**config.mk**
```make
export PLATFORM = sky130hd
export DESIGN_NAME = passcode_entry
export DESIGN_NICKNAME = d
export VERILOG_FILES = /design/src/rtl/passcode_entry.sv
export SDC_FILE = /design/constraint.sdc
export NUM_CORES = 1
export LEC_CHECK = 0
export CORE_ASPECT_RATIO = 0.6
export CORE_MARGIN = 1
export CORE_UTILIZATION = 54
export DETAILED_ROUTE_END_ITERATION = 8
export GPL_TIMING_DRIVEN = 0
export HOLD_SLACK_MARGIN = 0.12
export PLACE_DENSITY = 0.8
export SETUP_SLACK_MARGIN = 0.05
export SYNTH_ARGS = -nofsm -noshare
export SYNTH_HDL_FRONTEND = slang
export SYNTH_SLANG_ARGS = --single-unit
```
**constraint.sdc**
```tcl
create_clock -name clk -period 4 [get_ports clk]
set_clock_uncertainty 0.05 [all_clocks]
set_input_delay 0.8 -clock clk [delete_from_list [all_inputs] [get_ports clk]]
set_output_delay 0.8 -clock clk [all_outputs]
set_load 0.02 [all_outputs]
```
**src/rtl/passcode_entry.sv**
```systemverilog
`default_nettype none
// +----------------------------------------------------------------------+
// | Module      : passcode_entry (with alarm_pkg)                        |
// | Description : Keypad passcode entry, checking, reprogramming and     |
// |               timed lockout after repeated wrong entries.            |
// | Revision    : 1.0 - initial release                                  |
// +----------------------------------------------------------------------+

package alarm_pkg;
  typedef enum logic [1:0] {
    STATE_IDLE    = 2'd0,
    STATE_SET     = 2'd1,
    STATE_TRIGGER = 2'd2,
    STATE_ALERT   = 2'd3
  } fsm_state_t;
endpackage

module passcode_entry
  import alarm_pkg::*;
#(
  parameter int                          DIGITS          = 4,
  parameter int                          DIGIT_W         = 4,
  parameter logic [DIGITS*DIGIT_W-1:0]   DEFAULT_CODE    = 16'h1234,
  parameter int                          DEBOUNCE_CYCLES = 500000,
  parameter int                          MAX_FAILS       = 3,
  parameter int                          LOCK_CYCLES     = 500000000
) (
  input  logic                               clk,
  input  logic                               rst,
  input  logic [DIGIT_W-1:0]                 sw,
  input  logic                               btn_enter,
  input  logic                               btn_clear,
  input  fsm_state_t                         system_state,
  output logic                               passcode_correct,
  output logic [$clog2(DIGITS+1)-1:0]        digit_count,
  output logic [DIGITS*DIGIT_W-1:0]          entry_digits,
  output logic [$clog2(MAX_FAILS+1)-1:0]     fail_count,
  output logic                               lockout
);

  localparam int CODE_W = DIGITS * DIGIT_W;
  localparam int CNT_W  = $clog2(DIGITS + 1);
  localparam int FAIL_W = $clog2(MAX_FAILS + 1);
  localparam int DB_W   = (DEBOUNCE_CYCLES > 1) ? $clog2(DEBOUNCE_CYCLES + 1) : 1;

  localparam logic [CNT_W-1:0]  c_cnt_full  = CNT_W'(DIGITS);
  localparam logic [FAIL_W-1:0] c_fail_max  = FAIL_W'(MAX_FAILS);
  localparam logic [DB_W-1:0]   c_db_last   = DB_W'(DEBOUNCE_CYCLES - 1);
  localparam logic [31:0]       c_lock_last = 32'(LOCK_CYCLES - 1);

  typedef enum logic [1:0] {
    S_ENTRY   = 2'd0,
    S_CHECK   = 2'd1,
    S_LOCKOUT = 2'd2
  } state_t;

  // ---------------------------------------------------------------------
  // Button conditioning: bit 0 = enter, bit 1 = clear
  // ---------------------------------------------------------------------
  logic [1:0] w_btn_raw;
  logic [1:0] w_press;

  assign w_btn_raw = {btn_clear, btn_enter};

  for (genvar gi = 0; gi < 2; gi++) begin : g_btn
    logic            r_sync1;
    logic            r_sync2;
    logic            r_level;
    logic            r_press;
    logic [DB_W-1:0] r_cnt;

    // Synchronise, then accept a new level only after it has held for the full debounce window
    always_ff @(posedge clk or posedge rst) begin
      if (rst) begin
        r_sync1 <= 1'b1;
        r_sync2 <= 1'b1;
        r_level <= 1'b1;
        r_press <= 1'b0;
        r_cnt   <= '0;
      end else begin
        r_sync1 <= w_btn_raw[gi];
        r_sync2 <= r_sync1;
        r_press <= 1'b0;
        if (r_sync2 == r_level) begin
          r_cnt <= '0;
        end else if (r_cnt == c_db_last) begin
          r_cnt   <= '0;
          r_level <= r_sync2;
          r_press <= ~r_sync2;
        end else begin
          r_cnt <= r_cnt + 1'b1;
        end
      end
    end

    assign w_press[gi] = r_press;
  end

  logic w_enter_press;
  logic w_clear_press;

  assign w_enter_press = w_press[0];
  assign w_clear_press = w_press[1];

  // ---------------------------------------------------------------------
  // Entry / check / lockout control
  // ---------------------------------------------------------------------
  state_t            r_state;
  state_t            w_state_nxt;
  logic [CODE_W-1:0] r_entry;
  logic [CODE_W-1:0] w_entry_nxt;
  logic [CODE_W-1:0] r_code;
  logic [CODE_W-1:0] w_code_nxt;
  logic [CNT_W-1:0]  r_count;
  logic [CNT_W-1:0]  w_count_nxt;
  logic [FAIL_W-1:0] r_fail;
  logic [FAIL_W-1:0] w_fail_nxt;
  logic [FAIL_W-1:0] w_fail_inc;
  logic              r_pulse;
  logic              w_pulse_nxt;
  logic [31:0]       r_timer;
  logic [31:0]       w_timer_nxt;
  fsm_state_t        r_sys_prev;
  logic              w_sys_change;

  assign w_sys_change = (system_state != r_sys_prev);
  assign w_fail_inc   = (r_fail >= c_fail_max) ? c_fail_max : r_fail + 1'b1;

  // FSM state register
  always_ff @(posedge clk or posedge rst) begin
    if (rst) begin
      r_state <= S_ENTRY;
    end else begin
      r_state <= w_state_nxt;
    end
  end

  // Datapath registers following the next-state logic
  always_ff @(posedge clk or posedge rst) begin
    if (rst) begin
      r_entry    <= '0;
      r_code     <= DEFAULT_CODE;
      r_count    <= '0;
      r_fail     <= '0;
      r_pulse    <= 1'b0;
      r_timer    <= '0;
      r_sys_prev <= STATE_IDLE;
    end else begin
      r_entry    <= w_entry_nxt;
      r_code     <= w_code_nxt;
      r_count    <= w_count_nxt;
      r_fail     <= w_fail_nxt;
      r_pulse    <= w_pulse_nxt;
      r_timer    <= w_timer_nxt;
      r_sys_prev <= system_state;
    end
  end

  // Next-state logic; event priority is state change, then clear, then enter
  always_comb begin
    w_state_nxt = r_state;
    w_entry_nxt = r_entry;
    w_code_nxt  = r_code;
    w_count_nxt = r_count;
    w_fail_nxt  = r_fail;
    w_pulse_nxt = 1'b0;
    w_timer_nxt = r_timer;

    case (r_state)
      S_ENTRY: begin
        if (w_sys_change) begin
          w_entry_nxt = '0;
          w_count_nxt = '0;
          if (system_state == STATE_IDLE) begin
            w_fail_nxt = '0;
          end
        end else if (system_state == STATE_ALERT) begin
          w_entry_nxt = '0;
          w_count_nxt = '0;
        end else if (w_clear_press) begin
          w_entry_nxt = '0;
          w_count_nxt = '0;
        end else if (w_enter_press && (r_count < c_cnt_full)) begin
          // First digit ends up most significant after DIGITS shifts
          w_entry_nxt = {r_entry[CODE_W-DIGIT_W-1:0], sw};
          w_count_nxt = r_count + 1'b1;
          if (w_count_nxt == c_cnt_full) begin
            w_state_nxt = S_CHECK;
          end
        end
      end

      S_CHECK: begin
        w_entry_nxt = '0;
        w_count_nxt = '0;
        w_state_nxt = S_ENTRY;
        case (system_state)
          STATE_SET, STATE_TRIGGER: begin
            if (r_entry == r_code) begin
              w_pulse_nxt = 1'b1;
              w_fail_nxt  = '0;
            end else begin
              w_fail_nxt = w_fail_inc;
              if (w_fail_inc == c_fail_max) begin
                w_state_nxt = S_LOCKOUT;
              end
            end
          end
          STATE_IDLE: begin
            w_code_nxt = r_entry;
          end
          default: begin
          end
        endcase
      end

      S_LOCKOUT: begin
        if (r_timer == c_lock_last) begin
          w_timer_nxt = '0;
          w_fail_nxt  = '0;
          w_state_nxt = S_ENTRY;
        end else begin
          w_timer_nxt = r_timer + 32'd1;
        end
      end

      default: begin
        w_state_nxt = S_ENTRY;
      end
    endcase
  end

  assign passcode_correct = r_pulse;
  assign digit_count      = r_count;
  assign entry_digits     = r_entry;
  assign fail_count       = r_fail;
  assign lockout          = (r_state == S_LOCKOUT);

endmodule

`default_nettype wire

```
# Word-level counts from Yosys, hierarchy flattened
# Index checks and enable logic that the tools add are counted.
# word_totals
out_inout_bits,23
input_bits,10
register_bits,120
# classes
n_addsub,5
reduce_logical,12
order_cmp,2
n_eq_ne,24
mux,38
bitwise_logic,4
# ops
operator,n
2-to-1 mux 19 bit,4
2-to-1 mux 16 bit,4
adder 19 x 1 -> 19 bit (second input constant),2
equality test 19 bit (second input constant),2
adder 32 x 1 -> 32 bit (second input constant),1
equality test 32 x 29 -> 1 bit (second input constant),1
2-to-1 mux 32 bit,1
case mux 16 bit (2 select lines),1
2-to-1 mux 2 bit,14
equality test 16 bit,1
inequality test 2 bit (second input constant),8
2-to-1 mux 3 bit,4
case mux 2 bit (3 select lines),2
equality test 2 bit (second input constant),4
AND reduction 2 bit,4
2-to-1 mux 1 bit,7
case mux 3 bit (2 select lines),1
AND reduction 6 bit,1
inequality test 5 bit (second input constant),1
AND reduction 5 bit,1
equality test 2 x 1 -> 1 bit (second input constant),2
zero test 2 bit,2
NOT 1 bit,4
adder 3 x 1 -> 3 bit (second input constant),1
11 further kinds,12

# Depth between registers and ports, before layout
# Gate-level depths: netlist of the first run.
# logic_depth
ltp_word,8
depth_mapped,9
mapped_depth_nobuf,7

# Worst setup path before layout of the first run
# No wires, ideal clock.
# synth_timing
kind,input to register
start,in system_state[0]
end,reg r_state[1]
path_slack_ns,1.830
setup_ns,0.079
arrival_time_ns,2.040
cell_stages,6
required_ns,3.871
path_cell_list,ha_1 -> nor2_1 -> nand3_1 -> or4_1 -> a22oi_1 -> mux2i_1
# synth_via
elab_chain_cells,4
# synth_rtl
item,line,text
"start, declared",33,"input fsm_state_t system_state,"
equality test 2 x 1 -> 1 bit or equality test 2 bit (tied branches),197,case (system_state)
OR reduction 2 bit,197,
2-to-1 mux 2 bit,197,
case mux 2 bit (3 select lines),169,case (r_state)
"end signal, assigned",134,r_state <= w_state_nxt;
"end, declared",108,state_t r_state;
# Several ways; a longest one is shown, not always the timed one.
# A chain may end at the register's enable or synchronous reset.

# Worst setup path in the final report of the first run
# layout_timing
start,in system_state[0]
end,reg r_entry[8] (netlist: entry_digits[8])
# layout_via
elab_chain_cells,4
# layout_rtl
item,line,text
equality test 2 bit,177,end else if (system_state == STATE_ALERT) begin
2-to-1 mux 16 bit,177,
2-to-1 mux 16 bit,171,if (w_sys_change) begin
case mux 16 bit (2 select lines),169,
"end signal, assigned",149,r_entry <= w_entry_nxt;
"end, declared",110,logic [CODE_W-1:0] r_entry;
# Several ways; a longest one is shown, not always the timed one.

==> run_results.csv, run 1 <==
group,metric,value,unit
critical_path,crit_arrival,3.11,ns
critical_path,cpPeakStageDelay,0.51,ns
sta,rsz0062_at_grt,"false",
sta,max_slew_margin,0.4474,
synth,synth.net_count,593,
cells_and_area,fin_nets,646,
placement,hpwl,8573,µm
floorplan,design.core.area,10050,µm²
synth,syn_area,5703,µm²
cts,cts_hold_buf,0,
cells_and_area,syn_to_final_growth,19.13,%
critical_path,criticalPathCategory,"primary input to flip-flop",
global_routing,groute.usage.overall,0.2525,
cells_and_area,drive_gt1_frac,0.09546,
synth,yosysSeqAreaShare,0.5290,
route,drtAntennaViolNets,0,
sta,slew_violations,0,
floorplan,num_rows,28,
global_routing,grt_max_degree,45,
synth,synthFlopType,"dfrtp_1",
cts,cts_made_buffers,17,
route,wirelength,12430,µm
flow_run,cap_violations,0,
cts,cts_root_buffer,"clkbuf_16",
cts,insertion_delay,0.41,ns
run_status,status,"completed",
placement,dp_worst_setup_slack,0.8626,ns
cells_and_area,layout_common_cells,"dfrtp_1, nor2_1, xor2_1",
cts,clk_path_buf_depth,2,
cells_and_area,final_common_cell,"dfrtp_1",
global_routing,grt_overflow,0,
synth,synthArstFlopShare,1.000,
synth,synth_cells,573,
sta,tightest_slew,0.8272,ns
sta,tns,0,ns
cts,clkTransAtPathRegs,0.06,ns
cts,cts.sink_count,120,
cts,htree_levels,4,
global_routing,grt_pass1_wl,21020,µm
critical_path,required,4.27,ns
floorplan,start_util,0.5672,
synth,ys_ff_latch,120,
critical_path,crit_path_cell_trace,"clkdlybuf4s50_1 -> ha_1 -> nor2_1 -> nand3_1 -> nor2_1 -> clkbuf_1 -> nand3_1 -> o21ai_0",
floorplan,die_x,134.7,µm
cells_and_area,num_antenna_cells,0,
power_and_ir_drop,p_leak,3.021,nW
floorplan,dieHeight,81.61,µm
sta,period_share,0.7105,
route,drt_iter0_markers,348,
global_routing,grt_pass1_vias,4351,
route,drc,0,
placement,finalWeightedCongestion,0.8756,
cts,post_cts_buffers,0,
power_and_ir_drop,p_per_area,430.8,nW/µm²
sta,setup_violations,0,
synth,yosys_warnings,0,
synth,ys_types,45,
sta,setup_slack,1.158,ns
sta,fmax,351.9,MHz
cts,cts_tree,"done",
cells_and_area,utilization,0.6757,
floorplan,io_pins,33,
route,drt-wirelength-per-cell,16.05,µm
cts,cts_resized,0,
power_and_ir_drop,vdd_drop_max,0.3184,mV
route,viasPerCell,5.725,
global_routing,grt_antenna_before_repair,0,
critical_path,start_kind,"primary input",
min_path,worstHoldPathType,"flip-flop to flip-flop",
sta,period_needed,2.842,ns
synth,avgSynthCellArea,9.953,µm²
synth,synth-edff-count,0,
critical_path,crit_slowest_cell,"clkdlybuf4s50_1",
critical_path,cp-end-kind,"flip-flop",
route,firstDrtPassIters,5,
sta,hold_viol_final,0,
floorplan,dieArea,10990,µm²
route,vias,4431,
critical_path,crit_fanout,10,
placement,io_buffers,32,
-- sequential cells by signal, indices dropped and copies added (netlist names) --
signal            count
digit_count           3
entry_digits         16
r_code               16
r_sys_prev            2
g_btn.r_sync1         2
r_timer              32
r_state               2
g_btn.r_cnt          38
fail_count            2
passcode_correct      1
g_btn.r_press         2
g_btn.r_sync2         2
g_btn.r_level         2
-- worst paths after layout --
kind	cells past startpoint	endpoint	slack, ns	from
worst min-delay path	0	g_btn[0].r_sync2	0.30	g_btn[0].r_sync1
worst min register to register	0	g_btn[0].r_sync2	0.30	g_btn[0].r_sync1
max in group asynchronous	3	r_code[12]	2.33	rst
worst max register to register	7	r_timer[31]	1.55	r_state[0]
min in group asynchronous	2	r_timer[24]	0.85	rst
worst max-delay path	8	entry_digits[8]	1.16	system_state[0]
-- metal layers --
layer,GRT usage,vias to the layer above,part of all wire
met5,0,-,0
met1,0.3352,2182,0.46
met2,0.3943,163,0.46
li1,-,2062,-
met3,0.07346,24,0.062
met4,0.1011,0,0.016
-- power breakdown --
group / internal (mW) / switching [mW] / leakage, nW
clock network: 0.927 / 0.524 / 0.271
registers: 1.25 / 0.0304 / 1.62
logic: 0.0687 / 0.124 / 1.13
-- critical path, delay by kind of cell --
kind / cells / cell delay [ns]
simple gates: 4 / 0.96
compound gates: 1 / 0.12
buf+inv: 2 / 0.92
fa+ha+maj: 1 / 0.29
-- Yosys cell counts, types with 3 or more instances --
library cell | n | area, µm²
mux2i_1 | 6 | 60.06
nor2_1 | 70 | 262.8
and3_1 | 7 | 43.79
ha_1 | 10 | 125.1
xnor2_1 | 25 | 219.0
nand2_1 | 48 | 180.2
dfrtp_1 | 109 | 2728
or4_1 | 5 | 37.54
inv_1 | 35 | 131.4
xor2_1 | 55 | 481.7
a21oi_1 | 6 | 30.03
nor4_1 | 11 | 68.82
nand3_1 | 48 | 240.2
nor3_1 | 14 | 70.07
o21ai_0 | 39 | 195.2
dfstp_2 | 11 | 289.0
buf_2 | 3 | 15.01
nand4_1 | 23 | 143.9
clkbuf_1 | 13 | 48.80
-- metrics by stage --
step | instance area (µm²) | hold WS, ns | instances | power [mW]
final | 6794 | 0.3049 | 774 | 2.927
after global routing | 6794 | 0.3058 | 774 | 3.031
after CTS | 6794 | 0.3052 | 774 | 2.945
after detailed placement | 6236 | 0.2970 | 742 | 1.493
after global placement | 6196 | 0.2959 | 740 | 1.478
after floorplan | 5707 | 0.2952 | 573 | 1.419
-- layout make-up --
| class | count | area, µm² |
|---|---|---|
| flip-flops and latches | 120 | 3017 |
| fillers | 720 | 3261 |
| well taps | 135 | 168.9 |
| clock inverters | 9 | 100.1 |
| repair buffers | 34 | 360.3 |
| inverters | 35 | 135.1 |
| multi-input cells | 401 | 2484 |
| plain buffers | 17 | 71.32 |
| clock buffers | 23 | 457.9 |
-- cell families after synthesis --
family                     count (synthesis)  synth area share
AOI/OAI and AO/OA                         52           0.04959
adders and majority gates                 10           0.02194
and+or+nand+nor                          251            0.2266
xor gates and xnor gates                  80            0.1229
muxes                                      8           0.01448
buffers and inverters                     52           0.03554
DFF                                      120            0.5290
Power figures use the tool's default switching activity.
==> inputs of run 2 (changes only) <==
--- a/config.mk
+++ b/config.mk
@@ -7,11 +7,11 @@
 export LEC_CHECK = 0
 export CORE_ASPECT_RATIO = 0.6
 export CORE_MARGIN = 1
-export CORE_UTILIZATION = 54
+export CORE_UTILIZATION = 60
 export DETAILED_ROUTE_END_ITERATION = 8
 export GPL_TIMING_DRIVEN = 0
 export HOLD_SLACK_MARGIN = 0.12
-export PLACE_DENSITY = 0.8
+export PLACE_DENSITY = 0.84
 export SETUP_SLACK_MARGIN = 0.05
 export SYNTH_ARGS = -nofsm -noshare
 export SYNTH_HDL_FRONTEND = slang
==> constraint.sdc (replaced) <==
create_clock -name clk -period 2.97 [get_ports clk]
set_clock_uncertainty 0.05 [all_clocks]
set_input_delay 0.594 -clock clk [delete_from_list [all_inputs] [get_ports clk]]
set_output_delay 0.594 -clock clk [all_outputs]
set_load 0.02 [all_outputs]
==> run 2 against run 1 <==
  * Global-route usage increased by 2.7 points
  * First-iteration DRC count increased by 19%
  * Cell area increased by 0.87%
  * Largest cell class unchanged
==> run_results.csv, run 2 (synthesis gave the netlist of run 1 again) <==
group,metric,value,unit
floorplan,dieArea,9912,µm²
floorplan,start_util,0.6206,
min_path,hold_start,"g_btn[1].r_sync1",
cells_and_area,num_antenna_cells,0,
route,drtAntennaViolNets,0,
sta,period_needed,2.626,ns
route,drc,0,
min_path,hold_depth,0,
sta,rsz0062_at_grt,"false",
route,firstDrtPassIters,4,
route,vias,4432,
route,wl_met1,5535,µm
flow_run,cap_violations,0,
critical_path,r2r_start,"r_state[0]",
route,wirelength,12440,µm
route,drt-wirelength-per-cell,16.16,µm
cells_and_area,final_common_cell,"dfrtp_1",
cts,cts_made_buffers,17,
sta,period_share,0.8841,
global_routing,grt_pass1_vias,4386,
power_and_ir_drop,p_leak,3.041,nW
sta,tns,0,ns
sta,max_slew_margin,0.4776,
cts,htree_levels,4,
sta,setup_violations,0,
sta,holdWs,0.3069,ns
placement,finalWeightedCongestion,0.8410,
critical_path,crit_fanout,10,
floorplan,dieHeight,77.52,µm
cts,cts_tree,"done",
cts,post_cts_buffers,0,
cts,insertion_delay,0.42,ns
critical_path,criticalPathCategory,"primary input to flip-flop",
cts,cts.sink_count,120,
critical_path,required,3.22,ns
cts,clkTransAtPathRegs,0.06,ns
power_and_ir_drop,p_per_area,594.6,nW/µm²
critical_path,start_kind,"primary input",
global_routing,grt_pass1_wl,21180,µm
global_routing,grt_antenna_before_repair,0,
global_routing,groute.usage.overall,0.2797,
cells_and_area,reg.largest.list,"g_btn.r_cnt x38, r_timer x32",
sta,slew_violations,0,
power_and_ir_drop,vdd_drop_max,0.4660,mV
cells_and_area,syn_to_final_growth,20.16,%
cells_and_area,nFillCells,602,
route,drt_iter0_markers,413,
critical_path,r2r-end,"r_timer[31]",
floorplan,num_rows,27,
route,top_layer,"met4",
run_status,status,"completed",
cells_and_area,layout_common_cells,"dfrtp_1, nor2_1, xor2_1",
critical_path,crit_arrival,2.88,ns
cells_and_area,largest_reg_flops,38,
cts,cts_resized,0,
cts,cts_hold_buf,0,
global_routing,grt_overflow,0,
route,wl_met2,5736,µm
min_path,worstHoldEndpoint,"g_btn[1].r_sync2",
sta,fmax,380.9,MHz
min_path,worstHoldPathType,"flip-flop to flip-flop",
placement,io_buffers,32,
cells_and_area,ff_latch_area,3017,µm²
floorplan,die_x,127.9,µm
critical_path,cp-end-kind,"flip-flop",
cts,clk_path_buf_depth,2,
global_routing,grt_max_degree,41,
sta,tightest_slew,0.7764,ns
sta,hold_viol_final,0,
floorplan,design.core.area,9189,µm²
cells_and_area,fin_nets,647,
critical_path,rrSetupSlack,0.48,ns
route,viasPerCell,5.756,
cells_and_area,regMostFlops,"g_btn.r_cnt",
cells_and_area,multi_input_area,2484,µm²
floorplan,io_pins,33,
cells_and_area,drive_gt1_frac,0.1047,
route,wl_met3,849,µm
critical_path,reg2reg_depth,7,
placement,hpwl,8288,µm
cts,cts_root_buffer,"clkbuf_16",
-- run 2: worst max path at each step --
stage                               start               end  slack, ns  depth (start not counted)
after global routing      system_state[1]   entry_digits[0]       0.17                          8
final                     system_state[1]   entry_digits[0]       0.34                          8
after global placement                rst  entry_digits[13]      -0.15                          2
after detailed placement  system_state[0]   entry_digits[3]       0.08                          8
after CTS                 system_state[1]   entry_digits[0]       0.36                          8
after floorplan                r_state[0]       r_timer[16]       0.81                          7
-- run 2: worst max-delay path, cell delays in order --
cell and delay (ns):
clkdlybuf4s50_1 0.51, ha_1 0.26, nor2_1 0.17, nand3_1 0.17
nor2_1 0.46, clkbuf_1 0.43, nand3_1 0.13, o21ai_0 0.15
-- run 2: metrics by stage --
step	instance area, µm²	setup slack (ns)	instances	utilization	total power, mW
finish	6853	0.3444	770	0.7458	4.074
global route	6853	0.1741	770	0.7458	4.196
CTS	6853	0.3631	770	0.7458	4.090
detailed placement	6250	0.08348	738	0.6801	2.010
global placement	6190	-0.1479	735	0.6736	1.989
floorplan	5707	0.8064	573	-	1.911
-- run 2: metal layers --
layer	vias to the layer above	track usage
li1	2057	-
met2	188	0.4272
met3	41	0.07379
met1	2146	0.3813
met4	0	0.1153
met5	-	0
-- run 2: final cells by class --
cell class / instances / area share
Clock inverter: 15 / 0.02593
Sequential cell: 120 / 0.4402
Tap cell: 130 / 0.02374
Multi-Input combinational cell: 401 / 0.3624
Inverter: 35 / 0.01972
Timing Repair Buffer: 35 / 0.05550
Clock buffer: 17 / 0.06208
Buffer: 17 / 0.01041
-- run 2: report_power, final --
group | internal (mW) | leakage [nW] | switching [mW]
registers | 1.69 | 1.62 | 0.0405
clock network | 1.32 | 0.282 | 0.767
logic | 0.0947 | 1.14 | 0.166
==> inputs of run 3 (changes only) <==
--- a/config.mk
+++ b/config.mk
@@ -6,12 +6,11 @@
 export NUM_CORES = 1
 export LEC_CHECK = 0
 export CORE_ASPECT_RATIO = 0.6
-export CORE_MARGIN = 1
-export CORE_UTILIZATION = 60
+export CORE_UTILIZATION = 39
 export DETAILED_ROUTE_END_ITERATION = 8
 export GPL_TIMING_DRIVEN = 0
 export HOLD_SLACK_MARGIN = 0.12
-export PLACE_DENSITY = 0.84
+export PLACE_DENSITY = 0.6
 export SETUP_SLACK_MARGIN = 0.05
 export SYNTH_ARGS = -nofsm -noshare
 export SYNTH_HDL_FRONTEND = slang
==> run 3 against run 2 <==
  * Wire length decreased by 4.5%
  * Register-to-register slack improved by 0.03 ns
  * Non-clock buffer count is the same
  * Cell area grew 2.4%
  * Count of clock-buffer cells in the layout grew 4
  * Highest routed layer unchanged
==> run_results.csv, run 3 (synthesis gave the netlist of run 1 again) <==
group,metric,value,unit
global_routing,grt_pass1_wl,20080,µm
cells_and_area,nFillCells,1277,
route,viasPerCell,5.067,
cts,cts_hold_buf,0,
min_path,hold_start,"g_btn[1].r_sync1",
global_routing,grt_pass1_vias,4072,
power_and_ir_drop,fin_total_pwr,4.358,mW
cts,cts_tree,"done",
sta,rsz0062_at_grt,"false",
cells_and_area,drive_gt1_frac,0.1031,
cts,insertion_delay,0.41,ns
run_status,status,"completed",
power_and_ir_drop,p_leak,3.089,nW
critical_path,r2r_start,"r_state[0]",
sta,holdWs,0.3084,ns
route,firstDrtPassIters,4,
critical_path,cp-end-kind,"flip-flop",
placement,io_buffers,32,
min_path,worstHoldPathType,"flip-flop to flip-flop",
critical_path,required,3.25,ns
sta,setup_violations,0,
sta,period_share,0.8351,
placement,hpwl,8418,µm
min_path,worstHoldEndpoint,"g_btn[1].r_sync2",
critical_path,crit_arrival,2.76,ns
floorplan,num_rows,33,
sta,fmax,403.2,MHz
critical_path,crit_start,"system_state[0]",
power_and_ir_drop,p_per_area,621.2,nW/µm²
floorplan,design.core.area,13960,µm²
route,drtAntennaViolNets,0,
route,wl_met1,6195,µm
global_routing,grt_antenna_before_repair,0,
cts,clkTransAtPathRegs,0.06,ns
route,drc,0,
critical_path,start_kind,"primary input",
cts,cts_root_buffer,"clkbuf_16",
critical_path,criticalPathCategory,"primary input to flip-flop",
critical_path,reg2reg_depth,7,
critical_path,rrSetupSlack,0.51,ns
floorplan,start_util,0.4086,
sta,hold_viol_final,0,
critical_path,r2r-end,"r_timer[31]",
critical_path,crit_slowest_cell,"nor2_1",
sta,slew_violations,0,
route,vias,4216,
cells_and_area,num_antenna_cells,0,
floorplan,dieHeight,95.67,µm
critical_path,crit_fanout,10,
cells_and_area,largest_reg_flops,38,
cts,clk_path_buf_depth,2,
min_path,hold_depth,0,
cts,cts_resized,0,
sta,period_needed,2.480,ns
critical_path,cpPeakStageDelay,0.50,ns
cts,cts_made_buffers,17,
global_routing,grt_max_degree,35,
cells_and_area,final_common_cell,"dfrtp_1",
critical_path,crit_path_cell_trace,"clkdlybuf4s50_1 -> ha_1 -> nor2_1 -> nand3_1 -> nor2_1 -> clkbuf_1 -> nand3_1 -> o21ai_0",
power_and_ir_drop,vdd_drop_max,0.3139,mV
placement,finalWeightedCongestion,0.8287,
cts,post_cts_buffers,0,
global_routing,grt_overflow,0,
cells_and_area,syn_to_final_growth,23.01,%
route,drt-wirelength-per-cell,14.28,µm
cells_and_area,fin_nets,647,
floorplan,dieArea,15130,µm²
route,drt_iter0_markers,233,
cells_and_area,regMostFlops,"g_btn.r_cnt",
floorplan,io_pins,33,
global_routing,groute.usage.overall,0.1744,
sta,max_slew_margin,0.4716,
cells_and_area,layout_common_cells,"dfrtp_1, nor2_1, xor2_1",
cells_and_area,reg.largest.list,"g_btn.r_cnt x38, r_timer x32",
route,wl_met3,596,µm
route,wirelength,11880,µm
cts,htree_levels,4,
cts,cts.sink_count,120,
cells_and_area,utilization,0.5027,
sta,tightest_slew,0.7853,ns
route,wl_met2,4978,µm
floorplan,die_x,158.1,µm
route,top_layer,"met4",
flow_run,cap_violations,0,
==> run 3: cell types whose count changed in the layout (fill, tap and decap cells not counted) <==
cell and change:
clkinvlp_4 -3, bufinv_16 +3, clkinv_2 -2, clkbuf_8 +3, inv_6 -2, clkbuf_1 +1
==> run 3: final cells by class <==
type | count | area [µm²] | share of cell area
repair buffers | 35 | 380.4 | 0.05422
multi-input cells | 401 | 2484 | 0.3540
inverters | 35 | 135.1 | 0.01926
clock inverters | 11 | 217.7 | 0.03103
plain buffers | 17 | 71.32 | 0.01017
clock buffers | 21 | 470.5 | 0.06706
flip-flops and latches | 120 | 3017 | 0.4300
well taps | 192 | 240.2 | 0.03424
==> run 3: layer usage <==
metal | vias up | GRT usage
li1 | 2062 | -
met1 | 2063 | 0.2596
met2 | 83 | 0.2442
met3 | 8 | 0.03727
met4 | 0 | 0.06891
met5 | - | 0
==> run 3: worst max path at each step <==
stage                                   end  slack [ns]
after floorplan                 r_timer[16]        0.81
after global placement    g_btn[1].r_cnt[8]       -0.24
after detailed placement    entry_digits[8]        0.13
after CTS                           lockout        0.50
after global routing        entry_digits[6]        0.33
final                       entry_digits[8]        0.49
==> run 3: power by group <==
part / switching (mW) / internal [mW]
registers: 0.0403 / 1.69
clock network: 0.730 / 1.64
logic: 0.163 / 0.0943
total: 0.934 / 3.42
==> run 3: stage by stage <==
step	worst slack [ns]	instances	area [µm²]	TNS, ns
floorplan	0.8064	573	5707	0
global placement	-0.2380	797	6267	-25.58
detailed placement	0.1321	800	6327	0
CTS	0.5021	832	7015	0
global route	0.3267	832	7015	0
finish	0.4898	832	7015	0
==> run 3: critical path, delay by kind of cell <==
kind / cells / cell delay [ns]
simple gates: 4 / 0.89
buf+inv: 2 / 0.92
fa+ha+maj: 1 / 0.25
compound gates: 1 / 0.10
